`config.mk`:
```
export PLATFORM = sky130hd
export DESIGN_NAME = seq_1011_tx
export DESIGN_NICKNAME = d
export VERILOG_FILES = /design/src/rtl/seq_1011_tx.sv
export SDC_FILE = /design/constraint.sdc
export NUM_CORES = 1
export LEC_CHECK = 0
export CAP_MARGIN = 20
export CORE_ASPECT_RATIO = 0.75
export CORE_MARGIN = 4
export CORE_UTILIZATION = 55
export DETAILED_ROUTE_END_ITERATION = 10
export PLACE_DENSITY = 0.85
export RECOVER_POWER = 100
export SKIP_LAST_GASP = 1
export SLEW_MARGIN = 20
export SYNTH_ARGS = -nofsm -noshare
export SYNTH_HDL_FRONTEND = slang
export SYNTH_SLANG_ARGS = --single-unit
```
`constraint.sdc`:
```
create_clock -name clk -period 2.9 [get_ports clk]
set_input_delay 0.58 -clock clk [delete_from_list [all_inputs] [get_ports clk]]
set_output_delay 0.58 -clock clk [all_outputs]
set_load 0.01 [all_outputs]
```
`src/rtl/seq_1011_tx.sv`:
```
// ---------------------------------------------------------------------------
// seq_1011_tx
// Serial frame transmitter that pairs with the 1011 Moore sequence detector.
// It takes one parallel word over a valid/ready handshake. It then drives the
// sync pattern (MSB-first) followed by the payload (MSB-first) on a single
// registered serial line. Every output is registered (Moore).
//
// Build option:
//   SEQ_TX_PARITY_EN  when defined, an even-parity bit (^payload) is appended
//                     after the data bits. The frame grows to
//                     SYNC_W+DATA_W+1 bits. When undefined, the frame is
//                     SYNC_W+DATA_W bits.
//
// Ports:
//   clk         in   1       clock, rising edge
//   rst         in   1       synchronous reset, active-high, highest priority
//   in_valid    in   1       producer offers in_data
//   in_data     in   DATA_W  payload word, captured at accept
//   in_ready    out  1       word can be accepted (IDLE only)
//   out         out  1       serial line
//   busy        out  1       high on every frame-bit cycle
//   frame_done  out  1       pulse on the cycle carrying the final frame bit
// ---------------------------------------------------------------------------
module seq_1011_tx #(
   parameter int unsigned       DATA_W   = 8,
   parameter int unsigned       SYNC_W   = 4,
   parameter logic [SYNC_W-1:0] SYNC_PAT = SYNC_W'(4'b1011)
) (
   input  logic              clk,
   input  logic              rst,
   input  logic              in_valid,
   input  logic [DATA_W-1:0] in_data,
   output logic              in_ready,
   output logic              out,
   output logic              busy,
   output logic              frame_done
);

   localparam int unsigned MAX_W = (SYNC_W > DATA_W) ? SYNC_W : DATA_W;
   localparam int unsigned CNT_W = $clog2(MAX_W + 1);

   localparam logic [CNT_W-1:0] SYNC_LAST = CNT_W'(SYNC_W - 1);
   localparam logic [CNT_W-1:0] DATA_LAST = CNT_W'(DATA_W - 1);
   // Only reached when DATA_W >= 2; for DATA_W == 1 the DATA state is always on its last bit.
   localparam logic [CNT_W-1:0] DATA_PEN  = CNT_W'(DATA_W - 2);

`ifdef SEQ_TX_PARITY_EN
   localparam bit PARITY_EN = 1'b1;
   typedef enum logic [1:0] {
      IDLE = 2'd0,
      SYNC = 2'd1,
      DATA = 2'd2,
      PAR  = 2'd3
   } state_e;
`else
   localparam bit PARITY_EN = 1'b0;
   typedef enum logic [1:0] {
      IDLE = 2'd0,
      SYNC = 2'd1,
      DATA = 2'd2
   } state_e;
`endif

   // Elaboration-time sanity on widths
   if (DATA_W < 1) begin : g_bad_data_w
      $error("seq_1011_tx: DATA_W must be >= 1");
   end
   if (SYNC_W < 1) begin : g_bad_sync_w
      $error("seq_1011_tx: SYNC_W must be >= 1");
   end

   state_e              state_q;
   logic [CNT_W-1:0]    cnt_q;
   logic [SYNC_W-1:0]   sync_q;
   logic [DATA_W-1:0]   data_q;
   logic                par_q;
   logic                out_q;
   logic                busy_q;
   logic                done_q;
   logic                ready_q;

   // Left-shifted copies; the bit leaving the MSB is the one driven next
   logic [SYNC_W-1:0]   sync_d;
   logic [DATA_W-1:0]   data_d;
   logic [CNT_W-1:0]    cnt_d;

   assign sync_d = sync_q << 1;
   assign data_d = data_q << 1;
   assign cnt_d  = cnt_q + CNT_W'(1);

   // Frame FSM; out/busy/frame_done/in_ready are loaded together with the state
   always_ff @(posedge clk) begin
      if (rst) begin
         state_q <= IDLE;
         cnt_q   <= '0;
         sync_q  <= '0;
         data_q  <= '0;
         par_q   <= 1'b0;
         out_q   <= 1'b0;
         busy_q  <= 1'b0;
         done_q  <= 1'b0;
         ready_q <= 1'b1;
      end else begin
         done_q <= 1'b0;
         case (state_q)
            IDLE: begin
               if (in_valid && ready_q) begin
                  state_q <= SYNC;
                  cnt_q   <= '0;
                  out_q   <= SYNC_PAT[SYNC_W-1];
                  sync_q  <= SYNC_PAT << 1;
                  data_q  <= in_data;
                  par_q   <= ^in_data;
                  busy_q  <= 1'b1;
                  ready_q <= 1'b0;
               end
            end

            // cnt_q indexes the sync bit currently on the line
            SYNC: begin
               if (cnt_q == SYNC_LAST) begin
                  state_q <= DATA;
                  cnt_q   <= '0;
                  out_q   <= data_q[DATA_W-1];
                  data_q  <= data_d;
                  done_q  <= (DATA_W == 1) && !PARITY_EN;
               end else begin
                  cnt_q   <= cnt_d;
                  out_q   <= sync_q[SYNC_W-1];
                  sync_q  <= sync_d;
               end
            end

            // cnt_q indexes the payload bit currently on the line
            DATA: begin
               if (cnt_q == DATA_LAST) begin
`ifdef SEQ_TX_PARITY_EN
                  state_q <= PAR;
                  cnt_q   <= '0;
                  out_q   <= par_q;
                  done_q  <= 1'b1;
`else
                  state_q <= IDLE;
                  cnt_q   <= '0;
                  out_q   <= 1'b0;
                  busy_q  <= 1'b0;
                  ready_q <= 1'b1;
`endif
               end else begin
                  cnt_q   <= cnt_d;
                  out_q   <= data_q[DATA_W-1];
                  data_q  <= data_d;
                  done_q  <= (cnt_q == DATA_PEN) && !PARITY_EN;
               end
            end

`ifdef SEQ_TX_PARITY_EN
            PAR: begin
               state_q <= IDLE;
               cnt_q   <= '0;
               out_q   <= 1'b0;
               busy_q  <= 1'b0;
               ready_q <= 1'b1;
            end
`endif

            default: begin
               state_q <= IDLE;
               cnt_q   <= '0;
               out_q   <= 1'b0;
               busy_q  <= 1'b0;
               ready_q <= 1'b1;
            end
         endcase
      end
   end

   assign in_ready   = ready_q;
   assign out        = out_q;
   assign busy       = busy_q;
   assign frame_done = done_q;

endmodule

```
=== Word-level counts from Yosys, hierarchy flattened ===
Cells that the tools add are included.
W data, S select, Z words.

* Logic and storage cells: 54
* Flip-flop bits (word level): 22
* Input bits: 11
* Output and inout port bits: 4

* Reductions and logical operators: 9
* Add/subtract/negate cells: 1
* Mux-type cells: 24
* Equal/unequal tests: 10
* Bitwise gates (word level): 2

{| class="wikitable"
|+ Operator list
! cell !! number
|-
| $mux W8 || 3
|-
| $pmux W8 S3 || 1
|-
| $mux W4 || 5
|-
| $pmux W4 S3 || 1
|-
| $ne A2 B2 Y1 const B || 5
|-
| $pmux W1 S3 || 3
|-
| $reduce_and A3 Y1 || 3
|-
| $eq A4 B3 Y1 const B || 2
|-
| $pmux W4 S2 || 1
|-
| $mux W1 || 6
|-
| $mux W2 || 3
|-
| $pmux W2 S3 || 1
|-
| $add A4 B1 Y4 const B || 1
|-
| $eq A4 B2 Y1 const B || 1
|-
| $reduce_and A4 Y1 || 1
|-
| $reduce_bool A3 Y1 || 1
|-
| $reduce_or A3 Y1 || 1
|-
| $eq A2 B1 Y1 const B || 1
|-
| $eq A2 B2 Y1 const B || 1
|-
| $logic_not A2 Y1 || 1
|-
| $not A1 Y1 || 2
|-
| $reduce_bool A2 Y1 || 1
|-
| $logic_and A1 B1 Y1 || 1
|}

=== Logic depth before layout (Yosys ltp) ===
* Depth in word-level cells: 3
* Gate-level depth with buffers: 7

=== Least setup slack after synthesis ===
OpenSTA, ideal clock, no wires.

* Path type: reg2reg
* Start point: register cnt_q[1]
* End point: register data_q[5]
* Data required time: 2.821 ns
* Setup slack: 0.946 ns
* Buffers on the path: 1
* Setup time: 0.079 ns
* Stages on the path, launching flop included: 7
* Data arrival time: 1.874 ns
* Cell sequence: dfxtp_1 > ha_1 > or3b_4 > a2111oi_4 > buf_6 > nor2_1 > a211oi_2

* Cells in the longest elaborated chain, start to end: 3
* Elaborated cells between the ends (all ways): 5

{| class="wikitable"
|+ Ends and longest elaborated chain
! element !! RTL line !! source
|-
| start, declared || 73 || <nowiki>logic [CNT_W-1:0] cnt_q;</nowiki>
|-
| start signal, assigned || 128 || <nowiki>cnt_q <= cnt_d;</nowiki>
|-
| start signal, assigned || 150 || <nowiki>cnt_q <= cnt_d;</nowiki>
|-
| $eq A4 B3 Y1 / $eq A4 B2 Y1 (equally long branches) || 136, 121 ||
|-
| $ne A2 B2 Y1 (no source line) || - ||
|-
| $reduce_and A4 Y1 (no source line) (*) || - ||
|-
| end signal, assigned || 112 || <nowiki>data_q <= in_data;</nowiki>
|-
| end signal, assigned || 125 || <nowiki>data_q <= data_d;</nowiki>
|-
| end signal, assigned || 152 || <nowiki>data_q <= data_d;</nowiki>
|-
| end, declared || 75 || <nowiki>logic [DATA_W-1:0] data_q;</nowiki>
|}

Mark *: on every way between the ends. The rest lies on a longest branch, timed or not.
A chain may end at the register's enable or synchronous reset.

=== Final worst setup path ===
* Start point: register cnt_q[0]
* End point: register data_q[5]

The elaborated chain is that of the path after synthesis.

==> flow_summary.rst <==
.. list-table::
   :header-rows: 1

   * - Metric
     - Value
   * - Number of unique standard cell types used by synthesis
     - 34
   * - Global-route wire length before repair
     - 3.48 mm
   * - Number of synthesized flops with an enable pin
     - 0
   * - Part of the Yosys area used for sequential elements
     - 0.378
   * - R2R Setup Slk
     - 0.67 ns
   * - Number of nets produced by synthesis
     - 140
   * - Hold violation total from the final report
     - 0
   * - Count of TritonRoute iterations in the first routing pass
     - 4
   * - Post-detailed-routing wire length
     - 2.24 mm
   * - Path type of the worst min-delay path
     - flop to flop
   * - Endpoint, Worst Hold
     - data_q[0]
   * - Startpoint type of the worst setup path
     - flop
   * - Source of the worst register-to-register timing path
     - cnt_q[0]
   * - Top_reg_cell synth
     - sky130_fd_sc_hd__dfxtp_1
   * - Mean instance size in the synthesized netlist
     - 9.03 um2
   * - Remaining antenna violation count after routing
     - 0
   * - Post-synthesis cell count
     - 123
   * - Starting density of the core
     - 0.610
   * - Net count reported at finish
     - 154
   * - Area of the core
     - 1820 um2
   * - Clock tree from TritonCTS
     - built
   * - Min Tclk post-route
     - 2.23 ns
   * - Headroom to the max-slew limit
     - 0.672
   * - Share of cells above drive strength 1
     - 0.0588
   * - Final Max Slew Viols
     - 0
   * - Vias
     - 916
   * - Required time at the worst-slack endpoint
     - 3.12 ns
   * - Hold-fix buffers at CTS
     - 0
   * - Critical hold path startpoint
     - data_q[0]
   * - HPWL after DPL
     - 1.69 mm
   * - Cell at the root of the clock tree
     - sky130_fd_sc_hd__clkbuf_4
   * - Share of the synthesized area in the top cell type
     - 0.378
   * - Register bit count reported by yosys
     - 21
   * - Crit. End Element
     - flop
   * - Detailed Route Iter0 Violations
     - 33
   * - Number of antenna violations at the first check in global routing
     - 0
   * - Clock transition at the registers of the reported paths
     - 0.12 ns
   * - Worst VDD drop
     - 0.000684 V
   * - Cell-by-cell trace of the critical path
     - ha_1 > or3b_1 > a2111oi_0 > buf_4 > nor2_1 > a211oi_1
   * - Number of global-route vias before repair
     - 811
   * - Utilization after layout
     - 0.684
   * - Post-synthesis cell area
     - 1110 um2
   * - Data arrival time of the critical path
     - 2.45 ns
   * - Clock latency at the later pin of the worst-skew pair
     - 0.31 ns
   * - Count of inserted antenna diode cells
     - 0
   * - Total power divided by cell area
     - 971 nW/um2
   * - Summed negative setup slack over all endpoints
     - 0 ns
   * - WL/cell
     - 14.2 um
   * - Ys Warns
     - 0
   * - Full die area
     - 2810 um2
   * - Async SR Flop Fraction
     - 0
   * - Largest net degree at the start of global routing
     - 17
   * - Total DRC errors in the routed layout
     - 0
   * - Cell types occupying the most area after synthesis
     - sky130_fd_sc_hd__dfxtp_1 38%, sky130_fd_sc_hd__mux2i_1 9.0%, sky130_fd_sc_hd__ha_1 6.8%
   * - Tot Pwr
     - 1.21 mW
   * - Via-per-instance ratio
     - 5.80
   * - Post-synthesis cell type with the largest combined area
     - sky130_fd_sc_hd__dfxtp_1
   * - Max-cap viol count
     - 0
   * - Die width
     - 59.9 um
   * - Critical register-to-register path endpoint
     - data_q[5]
   * - Remaining Overflow, GRT
     - 0
   * - Critical path fanouts, max
     - 16
   * - Achievable frequency
     - 449 MHz
   * - Quantity of gates resized following cts
     - 0
   * - Largest buffer count on any clock path
     - 2
   * - Transition time at the pin with the least slew margin
     - 0.490 ns
   * - Number of H-tree branching levels
     - 1
   * - Final clock skew
     - 0.00736 ns
   * - Area overhead of the layout relative to synthesis
     - 12.2%
   * - Worst hold margin
     - 0.479 ns
   * - Total setup buffers inserted after CTS
     - 0
   * - Finish-stage setup viols
     - 0
   * - Portion of the clock cycle consumed by the worst path in the final layout
     - 0.769
   * - GPL Wtd Cong
     - 0.816
   * - Unrepaired setup endpoints after global routing
     - no
   * - Tot GR Track Use
     - 0.169
   * - Count of buffers inserted at the top-level ports
     - 14
   * - Outcome
     - completed
   * - Static Leakage
     - 0.491 nW
   * - Category of the critical setup timing path
     - flop to flop
   * - Y dimension of the die
     - 46.9 um
   * - Worst Hold Depth
     - 2
   * - Depth of the worst register-to-register path
     - 6
   * - Worst-path cell with the longest stage delay
     - sky130_fd_sc_hd__a2111oi_0
   * - Inserted Clock Buffers
     - 3
   * - Maximum cell stage delay along the critical path
     - 0.44 ns
   * - I/O pins
     - 15
   * - Number of clock sinks
     - 21
   * - Number of rows in the core area
     - 13
==> flip-flops by register name, indices dropped and copies added, names as in the netlist <==
signal	cells
frame_done	1
data_q	8
out	1
sync_q	3
state_q	2
busy	1
cnt_q	4
in_ready	1
==> where the power goes <==
group	switching [mW]	total (mW)	internal, mW
registers	0.0594	0.441	0.382
clock network	0.0887	0.142	0.0537
logic	0.352	0.626	0.274
total	0.500	1.21	0.710
==> cells in the final DEF (no fill, tap or decap), types with 2 or more instances in the layout <==
| master | synthesis | routed |
|---|---|---|
| sky130_fd_sc_hd__nor3_1 | 3 | 3 |
| sky130_fd_sc_hd__dlygate4sd3_1 | 0 | 5 |
| sky130_fd_sc_hd__clkdlybuf4s50_1 | 0 | 9 |
| sky130_fd_sc_hd__inv_1 | 5 | 5 |
| sky130_fd_sc_hd__mux2i_1 | 10 | 10 |
| sky130_fd_sc_hd__nand2_1 | 7 | 7 |
| sky130_fd_sc_hd__a211oi_1 | 6 | 8 |
| sky130_fd_sc_hd__nand2b_1 | 2 | 2 |
| sky130_fd_sc_hd__clkbuf_4 | 0 | 3 |
| sky130_fd_sc_hd__nor2_1 | 15 | 15 |
| sky130_fd_sc_hd__nand3b_1 | 2 | 2 |
| sky130_fd_sc_hd__buf_4 | 0 | 2 |
| sky130_fd_sc_hd__nand3_1 | 4 | 4 |
| sky130_fd_sc_hd__clkbuf_1 | 5 | 2 |
| sky130_fd_sc_hd__nor2b_1 | 2 | 2 |
| sky130_fd_sc_hd__dfxtp_1 | 21 | 21 |
| sky130_fd_sc_hd__a21oi_1 | 13 | 13 |
| sky130_fd_sc_hd__ha_1 | 6 | 6 |
==> cell type report <==
| cell class | instances | area, um2 |
|---|---|---|
| multi-input cells | 89 | 594 |
| fillers | 160 | 576 |
| flip-flops and latches | 21 | 420 |
| repair buffers | 17 | 159 |
| well taps | 22 | 27.5 |
| clock buffers | 4 | 26.3 |
| inverters | 5 | 18.8 |
==> routing by layer <==
layer | GRT usage | routed length, um
met1 | 0.203 | 1030
met2 | 0.300 | 1050
met3 | 0.0522 | 149
met4 | 0.0398 | 13
met5 | 0 | 0
==> worst max-delay path: cells and delay by family (launching register included) <==
kind | cells | cell delay (ns)
AOI/OAI and AO/OA | 2 | 0.69
buffers and inverters | 1 | 0.28
DFF | 1 | 0.41
adders and majority gates | 1 | 0.31
and+or+nand+nor | 2 | 0.46
==> how the worst max path moves through the flow <==
stage,end,depth (start not counted),slack (ns),from
final,data_q[5],6,0.67,cnt_q[0]
after global placement,state_q[0],5,0.75,in_valid
after global routing,data_q[5],6,0.41,cnt_q[0]
after detailed placement,out,5,0.67,in_valid
after floorplan,data_q[5],6,0.95,cnt_q[1]
after CTS,data_q[4],6,0.79,cnt_q[0]
==> logic make-up (layout without fill, tap and decap cells) <==
family / Yosys count / in the layout / synth area share
adders and majority gates: 6 / 6 / 0.0676
and+or+nand+nor: 41 / 41 / 0.185
muxes: 11 / 11 / 0.100
DFF: 21 / 21 / 0.378
buffers and inverters: 13 / 26 / 0.0586
AOI/OAI and AO/OA: 31 / 31 / 0.211
==> synth_stat cells (2+ instances only) <==
library cell,instances
sky130_fd_sc_hd__nand3b_1,2
sky130_fd_sc_hd__nor3_1,3
sky130_fd_sc_hd__mux2i_1,10
sky130_fd_sc_hd__nor2_1,15
sky130_fd_sc_hd__a211oi_1,6
sky130_fd_sc_hd__dfxtp_1,21
sky130_fd_sc_hd__a21oi_1,13
sky130_fd_sc_hd__nand2b_1,2
sky130_fd_sc_hd__nand2_1,7
sky130_fd_sc_hd__ha_1,6
sky130_fd_sc_hd__nand3_1,4
sky130_fd_sc_hd__a211oi_2,2
sky130_fd_sc_hd__nor2b_1,2
sky130_fd_sc_hd__inv_1,5
sky130_fd_sc_hd__buf_6,2
sky130_fd_sc_hd__clkbuf_1,5
==> per-stage QoR <==
step	setup WS [ns]	cells	instance area, um2
after floorplan	0.946	123	1110
after global placement	0.750	154	1250
after detailed placement	0.675	154	1250
after CTS	0.794	158	1280
after global routing	0.408	158	1250
final	0.670	158	1250
Power figures use the tool's default switching activity.
